## config.mk

```make
export PLATFORM = sky130hd
export DESIGN_NAME = uart_frame_rx
export DESIGN_NICKNAME = d
export VERILOG_FILES = /design/src/rtl/uart_frame_rx.sv
export SDC_FILE = /design/constraint.sdc
export NUM_CORES = 1
export LEC_CHECK = 0
export ABC_AREA = 1
export ABC_CLOCK_PERIOD_IN_PS = 6100
export CAP_MARGIN = 20
export CORE_MARGIN = 5
export CORE_UTILIZATION = 45
export DETAILED_ROUTE_END_ITERATION = 16
export PLACE_DENSITY = 0.64
export SLEW_MARGIN = 0
export SYNTH_ARGS = -nofsm -noshare
export SYNTH_HDL_FRONTEND = slang
export SYNTH_SLANG_ARGS = --single-unit
```

## constraint.sdc

```tcl
create_clock -name clk -period 6.1 [get_ports clk]
set_input_delay 1.525 -clock clk [delete_from_list [all_inputs] [get_ports clk]]
set_output_delay 1.525 -clock clk [all_outputs]
set_load 0.01 [all_outputs]
```

## src/rtl/uart_frame_rx.sv

```systemverilog
// uart_frame_rx
//   Parses framed packets from a byte stream coming out of a UART receiver.
//   Frame layout: SOF, LEN, LEN payload bytes, CSUM. The bytes LEN + payload + CSUM
//   must sum to zero mod 256. Payload bytes are forwarded on a registered
//   AXI-Stream style output, and the final payload byte carries tlast.
//
// Ports
//   clk            sole clock, rising edge
//   rst            synchronous active-high reset
//   s_axis_tdata   received byte (8)
//   s_axis_tvalid  received byte valid
//   s_axis_tready  block accepts the received byte
//   m_axis_tdata   payload byte (8)
//   m_axis_tvalid  payload byte valid
//   m_axis_tready  downstream accepts the payload byte
//   m_axis_tlast   final payload byte of the frame
//   frame_ok       one-cycle pulse: checksum correct
//   frame_err      one-cycle pulse: frame rejected or aborted
//   err_code       reason with frame_err (01 length, 10 checksum, 11 timeout), sticky
module uart_frame_rx #(
  parameter logic [7:0]  SOF         = 8'h7E,
  parameter int unsigned MAX_LEN     = 32,
  parameter int unsigned TIMEOUT_CYC = 100000
) (
  input  logic       clk,
  input  logic       rst,
  input  logic [7:0] s_axis_tdata,
  input  logic       s_axis_tvalid,
  output logic       s_axis_tready,
  output logic [7:0] m_axis_tdata,
  output logic       m_axis_tvalid,
  input  logic       m_axis_tready,
  output logic       m_axis_tlast,
  output logic       frame_ok,
  output logic       frame_err,
  output logic [1:0] err_code
);

  localparam int unsigned   CNT_W     = (TIMEOUT_CYC > 2) ? $clog2(TIMEOUT_CYC) : 1;
  localparam logic [CNT_W-1:0] CNT_LAST = CNT_W'(TIMEOUT_CYC - 1);
  localparam logic [7:0]    MAX_LEN_B = 8'(MAX_LEN);

  typedef enum logic [1:0] {S_IDLE, S_LEN, S_PAYLOAD, S_CSUM} state_t;

  state_t           state_q, state_d;
  logic [CNT_W-1:0] tmo_cnt_q;
  logic [7:0]       csum_q;
  logic [7:0]       rem_q;
  logic [7:0]       m_tdata_q;
  logic             m_tvalid_q;
  logic             m_tlast_q;
  logic             frame_ok_q;
  logic             frame_err_q;
  logic [1:0]       err_code_q;

  logic             in_hs;
  logic             len_bad;
  logic             tmo_hit;
  logic [7:0]       csum_sum;

  assign in_hs    = s_axis_tvalid & s_axis_tready;
  assign len_bad  = (s_axis_tdata == 8'd0) || (s_axis_tdata > MAX_LEN_B);
  assign csum_sum = csum_q + s_axis_tdata;
  // Only idle input cycles count toward the timeout, so a byte offered in the
  // same cycle always wins over the abort.
  assign tmo_hit  = (state_q != S_IDLE) && !s_axis_tvalid && (tmo_cnt_q == CNT_LAST);

  // State register
  always_ff @(posedge clk) begin
    if (rst) begin
      state_q <= S_IDLE;
    end else begin
      state_q <= state_d;
    end
  end

  // Next-state logic
  always_comb begin
    state_d = state_q;
    if (tmo_hit) begin
      state_d = S_IDLE;
    end else begin
      case (state_q)
        S_IDLE:    if (in_hs && s_axis_tdata == SOF) state_d = S_LEN;
        S_LEN:     if (in_hs) state_d = len_bad ? S_IDLE : S_PAYLOAD;
        S_PAYLOAD: if (in_hs && rem_q == 8'd1) state_d = S_CSUM;
        S_CSUM:    if (in_hs) state_d = S_IDLE;
        default:   state_d = S_IDLE;
      endcase
    end
  end

  // Output logic: input back-pressure only while the output register is
  // occupied and the downstream is stalled.
  always_comb begin
    s_axis_tready = 1'b0;
    if (!rst) begin
      case (state_q)
        S_PAYLOAD: s_axis_tready = !m_tvalid_q || m_axis_tready;
        default:   s_axis_tready = 1'b1;
      endcase
    end
  end

  // Datapath: timeout counter, checksum, remaining count, output register, pulses
  always_ff @(posedge clk) begin
    if (rst) begin
      tmo_cnt_q   <= '0;
      csum_q      <= 8'd0;
      rem_q       <= 8'd0;
      m_tdata_q   <= 8'd0;
      m_tvalid_q  <= 1'b0;
      m_tlast_q   <= 1'b0;
      frame_ok_q  <= 1'b0;
      frame_err_q <= 1'b0;
      err_code_q  <= 2'b00;
    end else begin
      frame_ok_q  <= 1'b0;
      frame_err_q <= 1'b0;

      if (state_q == S_IDLE || s_axis_tvalid || tmo_hit) begin
        tmo_cnt_q <= '0;
      end else begin
        tmo_cnt_q <= tmo_cnt_q + 1'b1;
      end

      // A pending byte drains regardless of state, including after a timeout.
      if (m_axis_tready) begin
        m_tvalid_q <= 1'b0;
        m_tlast_q  <= 1'b0;
      end

      case (state_q)
        S_LEN: begin
          if (in_hs) begin
            if (len_bad) begin
              frame_err_q <= 1'b1;
              err_code_q  <= 2'b01;
            end else begin
              csum_q <= s_axis_tdata;
              rem_q  <= s_axis_tdata;
            end
          end
        end
        S_PAYLOAD: begin
          if (in_hs) begin
            m_tdata_q  <= s_axis_tdata;
            m_tvalid_q <= 1'b1;
            m_tlast_q  <= (rem_q == 8'd1);
            csum_q     <= csum_sum;
            rem_q      <= rem_q - 8'd1;
          end
        end
        S_CSUM: begin
          if (in_hs) begin
            if (csum_sum == 8'd0) begin
              frame_ok_q <= 1'b1;
            end else begin
              frame_err_q <= 1'b1;
              err_code_q  <= 2'b10;
            end
          end
        end
        default: ;
      endcase

      if (tmo_hit) begin
        frame_err_q <= 1'b1;
        err_code_q  <= 2'b11;
      end
    end
  end

  assign m_axis_tdata  = m_tdata_q;
  assign m_axis_tvalid = m_tvalid_q;
  assign m_axis_tlast  = m_tlast_q;
  assign frame_ok      = frame_ok_q;
  assign frame_err     = frame_err_q;
  assign err_code      = err_code_q;

endmodule

```

# == Yosys cells after proc, flatten, opt, wreduce, memory -nomap -nowiden ==
# Cells that the tools add are included.
# totals
in_bits,12
ff_bits,49
out_inout_bits,15
# op_classes
n_eq_ne,16
bitwise,3
mux,33
n_reduce_logical,23
n_lt_le_gt_ge,1
n_addsub,3
# ops
cell,n
$mux 8,4
$pmux 8 s2,2
$mux 2,10
$add 17x1->17 const B,1
$eq 17x17->1 const B,1
$logic_not 8->1,2
$mux 1,14
$ne 2x2->1 const B,6
$ne 3x3->1 const B,4
$add 8x8->8,1
$eq 8x1->1 const B,1
$eq 8x7->1 const B,1
$gt 8x6->1 const B,1
$pmux 2 s4,1
$reduce_and 4->1,2
$sub 8x1->8 const B,1
$reduce_and 5->1,1
$eq 2x2->1 const B,2
$logic_and 1x1->1,4
$logic_or 1x1->1,4
$pmux 2 s2,1
$reduce_bool 2->1,2
$reduce_or 2->1,2
$reduce_bool 3->1,1
8 further kinds,10

# == Longest topological paths before layout ==
# depth
depth_word,8
ltp_mapped,16

# == Worst setup path before layout ==
# OpenSTA, ideal clock, no wires.
# synth_path
kind,input to output
from,in rst
to,out s_axis_tready
arrival_time_ps,1884
setup_slack_ps,2691
required_ps,4575
path_buffers,1
cell_stages,2
path_cell_list,clkbuf_1 a21oi_4
# synth_between
elab_chain_len,1
# synth_lines
element,line,text
from (decl),26,"input logic rst,"
$mux 1,97,if (!rst) begin
to (decl),29,"output logic s_axis_tready,"
# No other way between the ends.

# == Worst setup path after layout ==
# Same ends and word-level chain as after synthesis.

==> run metrics <==
cell depth of the worst min-delay path 1; maximum count of clock buffers along a single path 2; Final Cycle Share ~70%; endpoints failing hold 0; Antenna Cells 0; detail-routed net length per standard cell approximately 13 um; hold bufs inserted after CTS 0; clock skew after layout approximately 0.011 ns; clock input transition at the sequential cells of the worst setup and hold paths approximately 0.1 ns; highest clock frequency the design can meet 0.229 GHz; Crit path largest cell delay between 0.5 and 0.6 ns; IO buf count 26; critical path's most frequent cell clkdlybuf4s50_1; headroom to the max-slew limit 56.7%; CTS buffer count 5; type of the tightest min-delay check reg -> reg; Pleak between 1 and 1.5 nW; number of rows created at floorplan 28; count of nets left with antenna violations after detail routing 0; initial DRC count between 100 and 150; GPL Wtd Cong 0.824; Detailed Place HPWL between 4000 and 5000 um; total congestion overflow 0; largest fanout on the critical path 16; Ys Warns 0; # clock sinks between 40 and 50; count of final setup violators 0; Top Ports 27; Mapped Avg Cell Area about 7 um^2; fin crit period 4.37 ns; kind of start point of the critical path input pin; number of global-route vias before repair approximately 2.4k; series of cell instances along the critical path clkdlybuf4s50_1 > buf_4 > a21oi_4 > clkdlybuf4s50_1; clock tree from TritonCTS built; overall track demand over capacity in global routing approximately 18%; vias per cell 5.14; number of iterations in the first detailed-routing pass 4; postcts setup bufs 0; stages on the worst setup path 4; arrival time of the worst setup path approximately 2.9 ns; DRC 0; Synth Register Bits between 40 and 50; Mapped Nets 425; die area just under 8000 um^2; deepest level of the CTS H-tree 2; Final #Nets ~450; PostCTS Resize Cnt 0; width of the chip 88.4 um; crit path max-delay cell type clkdlybuf4s50_1; core region area between 5000 and 6000 um^2; via count around 2.6k; end-of-flow core utilization a little over half; insertion delay to the later sink of the worst-skew pair roughly 0.31 ns; max cap viols 0; layout cells sized above 1 just under 8%; total buffers and inverters traversed by the critical path 3; VDD IR-drop max roughly 0.10 mV; effective utilization at floorplan between 40% and 50%; data required time at the worst endpoint 4.58 ns; number of antenna violations at the first check in global routing 0; setup total negative slack 0 ns; count of different cell masters after synthesis 37; unrepaired setup endpoints after global routing false; die height slightly below 90 um; CTS root buffer clkbuf_8; Least-Margin Pin Slew roughly 0.64 ns; wire length of the first global-routing pass about 11000 um; category of the critical setup timing path in -> out; total count of max-transition violations in the final report 0; outcome complete, no violations; gate count after technology mapping 402; layout overhead on the synthesized area 14.4%; endpoint type of the worst setup path output port; largest net degree at the start of global routing 21; number of cells on the worst reg-to-reg path 14; sequential share of the synthesized area 35.5%; family with the most delay on the worst path buffers and inverters; Detailed Route WL 6330 um; post-synthesis cell area between 2000 and 3000 um^2; power density over the cells 179 nW/um^2
-- kinds of logic (layout without fill, tap and decap cells) --
logic type	count (synthesis)	count (layout)	share of synthesized area, %
adders and majority gates	11	11	5.25
buffers and inverters	69	94	10.2
DFF	49	49	35.5
and+or+nand+nor	194	194	32.4
muxes	1	1	0.362
AOI/OAI and AO/OA	72	72	14.4
xor gates and xnor gates	6	6	1.90
-- cell type report --
| class | instances | area, um^2 |
|---|---|---|
| sequential | 49 | 981 |
| clock buffer | 5 | 68.8 |
| timing repair buffer | 27 | 268 |
| tap | 75 | 93.8 |
| inverter | 59 | 221 |
| multi-input combinational | 284 | 1500 |
| fill | 630 | 2790 |
| clock inverter | 3 | 28.8 |
-- flip-flops by register name, indices dropped and copies added, names as in the netlist, named ones only --
register	count
rem_q	8
state_q	1
csum_q	8
frame_err	1
err_code	2
m_axis_tdata	8
m_axis_tvalid	1
m_axis_tlast	1
tmo_cnt_q	17
frame_ok	1
-- layout by cell type, fill, tap and decap left out, types with 10 or more instances in the layout --
| master | count |
|---|---|
| nor2_1 | 51 |
| nand3_1 | 32 |
| nand2_1 | 73 |
| dfxtp_1 | 49 |
| o21ai_0 | 30 |
| clkdlybuf4s50_1 | 26 |
| ha_1 | 10 |
| inv_1 | 54 |
| a21oi_1 | 33 |
| nand4_1 | 10 |
-- worst paths after layout --
kind                         to  slack [ns]    startpoint
setup / recovery  s_axis_tready        1.73           rst
hold / removal     tmo_cnt_q[0]        0.47  tmo_cnt_q[0]
setup reg to reg    err_code[1]        4.01     csum_q[0]
hold reg to reg    tmo_cnt_q[0]        0.47  tmo_cnt_q[0]
-- synth_stat cells --
master,count,area [um^2]
or2_2,1,6.26
buf_6,2,22.5
nor3_1,7,35.0
nor4_1,3,18.8
buf_4,1,7.51
nand2_1,73,274
nor3b_2,1,12.5
o21ai_1,2,10.0
nor3_2,2,20.0
xor2_1,1,8.76
nor2_2,3,18.8
o21ai_0,30,150
buf_1,1,3.75
fa_1,1,20.0
buf_2,3,15.0
nand2_4,1,11.3
xnor2_1,5,43.8
nand2_2,3,18.8
o21a_1,1,7.51
a211oi_2,1,12.5
and2_1,1,6.26
nor3b_1,2,15.0
nor2_4,4,45.0
ha_1,10,125
dfxtp_1,49,981
o211a_1,1,10.0
clkbuf_1,3,11.3
nand4_1,10,62.6
a21oi_1,33,165
a21oi_4,1,16.3
a21boi_0,1,7.51
inv_2,5,18.8
nor2_1,51,191
inv_1,54,203
nand3_1,32,160
a21oi_2,2,17.5
mux2i_1,1,10.0
-- layer usage --
metal | vias to the layer above | GRT usage, % | share of wire [%]
met2 | 47 | 30.9 | 49
met5 | - | 0 | 0
met1 | 1177 | 22.5 | 45
li1 | 1353 | - | -
met4 | 0 | 4.81 | 0.47
met3 | 2 | 3.07 | 5.3
-- through the flow --
stage	std cells	area [um^2]	total power [W]	worst slack [ns]	hold WS, ns
final	502	3160	0.000566	1.73	0.470
after global routing	502	3160	0.000594	1.66	0.501
after CTS	502	3160	0.000575	1.72	0.476
after detailed placement	494	3060	0.000366	1.72	0.452
after global placement	494	3060	0.000366	1.73	0.445
after floorplan	402	2760	0.000348	2.69	0.430
-- report_power, final --
group	internal, W	total [W]	switching, W
combinational	0.0000152	0.0000390	0.0000238
sequential	0.000320	0.000320	0.0000000630
clock	0.0000867	0.000207	0.000120
total	0.000422	0.000566	0.000144
(Power assumes the default switching activity.)
